$ cat config.mk
export PLATFORM = sky130hd
export DESIGN_NAME = jtcontra_muldiv_seq
export DESIGN_NICKNAME = d
export VERILOG_FILES = /design/src/rtl/jtcontra_muldiv_seq.sv
export SDC_FILE = /design/constraint.sdc
export NUM_CORES = 1
export LEC_CHECK = 0
export BUFFER_PORTS_ARGS = -buffer_cell sky130_fd_sc_hd__buf_2
export CAP_MARGIN = 5
export CORE_ASPECT_RATIO = 1.2
export CORE_MARGIN = 2
export CORE_UTILIZATION = 51
export DETAILED_ROUTE_END_ITERATION = 10
export PLACE_DENSITY = 0.79
export SKIP_CTS_REPAIR_TIMING = 1
export SYNTH_ARGS = -nofsm -noshare
export SYNTH_HDL_FRONTEND = slang
export SYNTH_SLANG_ARGS = --single-unit
$ cat constraint.sdc
create_clock -name clk -period 3.6 [get_ports clk]
set_input_delay 0.36 -clock clk [delete_from_list [all_inputs] [get_ports clk]]
set_output_delay 0.36 -clock clk [all_outputs]
set_load 0.01 [all_outputs]
$ cat src/rtl/jtcontra_muldiv_seq.sv
// Bus-master sequencer for the 007452 multiply/divide peripheral: writes the
// operands, waits the compute latency, reads the result bytes back.
module jtcontra_muldiv_seq #(
  parameter int MUL_WAIT = 2,
  parameter int DIV_WAIT = 18
) (
  input  logic        rst,
  input  logic        clk,
  input  logic        req,
  input  logic        op,
  input  logic [15:0] opa,
  input  logic [15:0] opb,
  output logic        busy,
  output logic        done,
  output logic [15:0] res_lo,
  output logic [15:0] res_hi,
  output logic        cs,
  output logic        wrn,
  output logic [2:0]  addr,
  output logic [7:0]  dout,
  input  logic [7:0]  din
);

  localparam int WMAX = (MUL_WAIT > DIV_WAIT) ? MUL_WAIT : DIV_WAIT;
  localparam int CW   = (WMAX > 1) ? $clog2(WMAX) : 1;
  localparam logic [CW-1:0] MUL_LOAD = CW'((MUL_WAIT > 0) ? MUL_WAIT - 1 : 0);
  localparam logic [CW-1:0] DIV_LOAD = CW'((DIV_WAIT > 0) ? DIV_WAIT - 1 : 0);

  typedef enum logic [2:0] {IDLE, WRITE, WAIT, RD_ADDR, RD_CAP, DONE} state_t;

  state_t         state;
  logic           op_q;
  logic [15:0]    opa_q, opb_q;
  logic [1:0]     idx;
  logic [CW-1:0]  cnt;
  logic [31:0]    shadow, shadow_nxt;
  logic           last, wait_zero;

  function automatic logic [2:0] wr_addr(input logic o, input logic [1:0] i);
    return o ? 3'd2 + {1'b0, i} : {2'b00, i[0]};
  endfunction

  function automatic logic [7:0] wr_data(input logic o, input logic [1:0] i,
                                         input logic [15:0] a, input logic [15:0] b);
    logic [7:0] d;
    d = 8'h00;
    if (!o) d = i[0] ? b[7:0] : {1'b0, a[6:0]};
    else case (i)
      2'd0:    d = b[15:8];
      2'd1:    d = b[7:0];
      2'd2:    d = a[15:8];
      default: d = a[7:0];
    endcase
    return d;
  endfunction

  // Divide reads quotient first (4,5) then remainder (2,3), so byte slot
  // idx of the shadow register maps straight onto {res_hi, res_lo}.
  function automatic logic [2:0] rd_addr(input logic o, input logic [1:0] i);
    if (!o) return {2'b00, i[0]};
    return i[1] ? 3'd2 + {2'b00, i[0]} : 3'd4 + {2'b00, i[0]};
  endfunction

  assign last      = op_q ? (idx == 2'd3) : (idx == 2'd1);
  assign wait_zero = op_q ? (DIV_WAIT == 0) : (MUL_WAIT == 0);

  always_comb begin
    shadow_nxt = shadow;
    case (idx)
      2'd0:    shadow_nxt[7:0]   = din;
      2'd1:    shadow_nxt[15:8]  = din;
      2'd2:    shadow_nxt[23:16] = din;
      default: shadow_nxt[31:24] = din;
    endcase
  end

  always_ff @(posedge clk or posedge rst) begin
    if (rst) begin
      state  <= IDLE;
      busy   <= 1'b0;
      done   <= 1'b0;
      res_lo <= 16'h0000;
      res_hi <= 16'h0000;
      cs     <= 1'b0;
      wrn    <= 1'b1;
      addr   <= 3'd0;
      dout   <= 8'h00;
      op_q   <= 1'b0;
      opa_q  <= 16'h0000;
      opb_q  <= 16'h0000;
      idx    <= 2'd0;
      cnt    <= '0;
      shadow <= 32'h0;
    end else begin
      done <= 1'b0;
      cs   <= 1'b0;
      wrn  <= 1'b1;
      case (state)
        IDLE, DONE: begin
          state <= IDLE;
          if (req) begin
            state  <= WRITE;
            busy   <= 1'b1;
            op_q   <= op;
            opa_q  <= opa;
            opb_q  <= opb;
            idx    <= 2'd0;
            shadow <= 32'h0;
            cs     <= 1'b1;
            wrn    <= 1'b0;
            addr   <= wr_addr(op, 2'd0);
            dout   <= wr_data(op, 2'd0, opa, opb);
          end
        end
        WRITE: begin
          if (last) begin
            idx <= 2'd0;
            if (wait_zero) begin
              state <= RD_ADDR;
              cs    <= 1'b1;
              addr  <= rd_addr(op_q, 2'd0);
            end else begin
              state <= WAIT;
              cnt   <= op_q ? DIV_LOAD : MUL_LOAD;
            end
          end else begin
            idx  <= idx + 2'd1;
            cs   <= 1'b1;
            wrn  <= 1'b0;
            addr <= wr_addr(op_q, idx + 2'd1);
            dout <= wr_data(op_q, idx + 2'd1, opa_q, opb_q);
          end
        end
        WAIT: begin
          if (cnt == '0) begin
            state <= RD_ADDR;
            cs    <= 1'b1;
            addr  <= rd_addr(op_q, 2'd0);
          end else begin
            cnt <= cnt - 1'b1;
          end
        end
        RD_ADDR: begin
          // address held a second cycle for the peripheral's registered read
          state <= RD_CAP;
          cs    <= 1'b1;
        end
        RD_CAP: begin
          shadow <= shadow_nxt;
          if (last) begin
            state  <= DONE;
            busy   <= 1'b0;
            done   <= 1'b1;
            res_lo <= shadow_nxt[15:0];
            res_hi <= op_q ? shadow_nxt[31:16] : 16'h0000;
          end else begin
            state <= RD_ADDR;
            idx   <= idx + 2'd1;
            cs    <= 1'b1;
            addr  <= rd_addr(op_q, idx + 2'd1);
          end
        end
        default: begin
          state <= IDLE;
          busy  <= 1'b0;
        end
      endcase
    end
  end

endmodule

==> run_results.csv <==
group,metric,value,unit
run_status,status,"completed",
detailed_routing,viasPerCell,5.78,
logic_synthesis,ys.flop_type,"dfrtp_1",
sta,hold_slack,91.2,ps
clock_tree,clockBufferDepth,2,
cells_and_area,syn_to_final_growth,18.0,%
place,dp_slack,1110,ps
cells_and_area,most-common-layout-cells,"121 x dfrtp_1, 90 x buf_2, 55 x nand2_1, 48 x o21ai_0, 46 x mux2i_1",
detailed_routing,postRouteWirelength,13.3,mm
detailed_routing,drtIter0Drc,360,
logic_synthesis,syn-cell-area,5820,um^2
logic_synthesis,yosysWarnings,0,
logic_synthesis,ys_async_sr_fraction,1.00,
power,vdd_drop_max,0.497,mV
floorplanning,die_area,12300,um^2
detailed_routing,routed.top_layer,"met4",
sta,finalHoldViolCount,0,
sta,max_freq,399,MHz
worst_setup_path,startpoint_type,"flip-flop",
sta,min_period,2510,ps
place,place_congestion,0.805,
clock_tree,cts.sinks,122,
detailed_routing,wl_met2,6.82,mm
logic_synthesis,synth_top_cell_by_area,"dfrtp_1",
floorplanning,row_count,42,
floorplanning,start_util,0.525,
detailed_routing,vias,4361,
logic_synthesis,ys_types,52,
detailed_routing,firstDrtPassIters,6,
logic_synthesis,syn_inst,516,
detailed_routing,wl_per_cell,17.7,um
sta,rsz0062_at_grt,"no",
sta,min_period_over_period,0.697,
clock_tree,h-tree-depth,4,
sta,slew_violations,0,
floorplanning,core_area,11100,um^2
clock_tree,clk_pin_slew,50,ps
grt,first_global_vias,4347,
clock_tree,numCtsBuffers,17,
worst_setup_path,r2r_start,"state[0]",
cells_and_area,n_antenna_cell,0,
cells_and_area,nets,639,
sta,fin_ws,1090,ps
detailed_routing,ant_nets,0,
grt,antenna_found_initial,0,
worst_setup_path,worstPathRequired,3890,ps
power,leakage,3.13,nW
cells_and_area,stdcell_count,754,
detailed_routing,wl_met3,763,um
sta,tightest_slew,843,ps
sta,max-slew-margin-rel,0.438,
grt,grt_max_degree,123,
clock_tree,cts_tree,"done",
logic_synthesis,synth_top_area_frac,0.520,
grt,grt_pass1_wl,21.8,mm
worst_setup_path,worstSetupPathType,"flip-flop to flip-flop",
sta,finClkSkew,8.23,ps
worst_setup_path,r2r_setup_slack,1090,ps
logic_synthesis,synth-seq-area-share,0.524,
logic_synthesis,synth_nets,568,
worst_setup_path,rr_worst_depth,4,
cells_and_area,final_common_cell,"dfrtp_1",
place,hpwl,8.96,mm
power,power,0.00601,W
place,io_buffers,90,
floorplanning,die_w,102,um
logic_synthesis,synth_seq_cells,122,
logic_synthesis,synth-edff-count,0,
grt,globalRouteOverflowTotal,0,
logic_synthesis,yosys-top-cells-area,"dfrtp_1 52%, mux2i_1 7.9%, mux2_1 5.4%, a22o_1 4.2%, o21ai_0 4.1%",
floorplanning,io_pins,91,
floorplanning,die-height,121,um
sta,setup_viol,0,
cells_and_area,drive_gt1_frac,0.255,
worst_setup_path,setup.worst_path.end,"opb_q[12]",
grt,grtUsageTotal,0.228,
worst_setup_path,reg2reg_to,"opb_q[12]",
power,power.density,874,nW/um^2
worst_hold_path,hold_class,"primary input to asynchronous set/reset pin",
sta,finalSetupTns,0,ps
logic_synthesis,avgSynthCellArea,11.3,um^2
run,maxCapViolCount,0,
detailed_routing,wl_met1,5.52,mm
place,placed_cells_incl_taps,722,
clock_tree,clock_latency,410,ps
worst_setup_path,crit_path_start,"state[0]",
detailed_routing,drc,0,
worst_setup_path,arrival,2800,ps
worst_setup_path,crit_path_end_kind,"flip-flop",
worst_setup_path,critPathMaxFanout,25,
clock_tree,cts-root-buf,"clkbuf_16",
==> metrics by stage <==
stage                      util  cell area [um^2]
after floorplan               -              5830
after global routing      0.620              6870
after CTS                 0.620              6870
after global placement    0.572              6340
final                     0.620              6870
after detailed placement  0.572              6340
==> worst min-delay path by stage <==
| stage | endpoint | slack [ps] |
|---|---|---|
| global placement | res_hi[2] | 460 |
| global route | opb_q[1] | 160 |
| floorplan | opa_q[0] | 450 |
| detailed placement | res_hi[6] | 460 |
| finish | cnt[2] | 90 |
| CTS | opa_q[7] | 150 |
==> state kept, by name, indices dropped and copies added, names as in the netlist <==
signal  flops
state       3
op_q        1
res_hi     16
dout        8
done        1
cnt         5
idx         2
opa_q      16
wrn         1
res_lo     16
busy        1
addr        3
opb_q      16
shadow     32
cs          1
==> where the power goes <==
group / internal, W / leakage, nW / switching, W
Combinational: 0.00103 / 1.43 / 0.00122
Clock: 0.000873 / 0.251 / 0.000626
Sequential: 0.00187 / 1.45 / 0.000390
Total: 0.00377 / 3.13 / 0.00224
==> cells by family after synthesis <==
| group | synth area share |
|---|---|
| AND/OR/NAND/NOR | 0.0904 |
| XOR/XNOR | 0.00279 |
| multiplexers | 0.149 |
| flip-flops | 0.524 |
| buffers and inverters | 0.0397 |
| AO/OA/AOI/OAI | 0.175 |
| adder cells (fa/ha/maj) | 0.0189 |
==> per-layer routing <==
| metal | track usage | up-vias |
|---|---|---|
| li1 | - | 2014 |
| met5 | 0 | - |
| met4 | 0.0887 | 0 |
| met3 | 0.0484 | 20 |
| met1 | 0.292 | 2160 |
| met2 | 0.377 | 167 |
==> cell usage after synthesis, drive strengths merged, types with 3 or more instances <==
cell / n
a21oi: 15
a221oi: 5
a222oi: 8
a22o: 28
a31oi: 6
a32o: 6
and2: 5
buf: 23
clkbuf: 21
dfrtp: 121
ha: 8
inv: 11
mux2: 36
mux2i: 46
nand2: 56
nand2b: 6
nor2: 8
nor2b: 5
nor3b: 3
o21ai: 52
o21bai: 4
o22a: 6
o31ai: 3
or2: 6
or3b: 3
==> worst max-delay path, stage by stage (launching register included) <==
cell and delay, ps:
dfrtp_1 890, xor2_2 250, nor2_4 520, buf_4 350, mux2_1 360
==> layout make-up <==
| class | instances | area [um^2] |
|---|---|---|
| fill | 901 | 4220 |
| sequential | 122 | 3050 |
| multi-input combinational | 339 | 2540 |
| timing repair buffer | 96 | 508 |
| clock buffer | 17 | 425 |
| tap | 154 | 193 |
| clock inverter | 15 | 103 |
| inverter | 11 | 45.0 |
No activity file was read; power rests on OpenSTA's default activity.
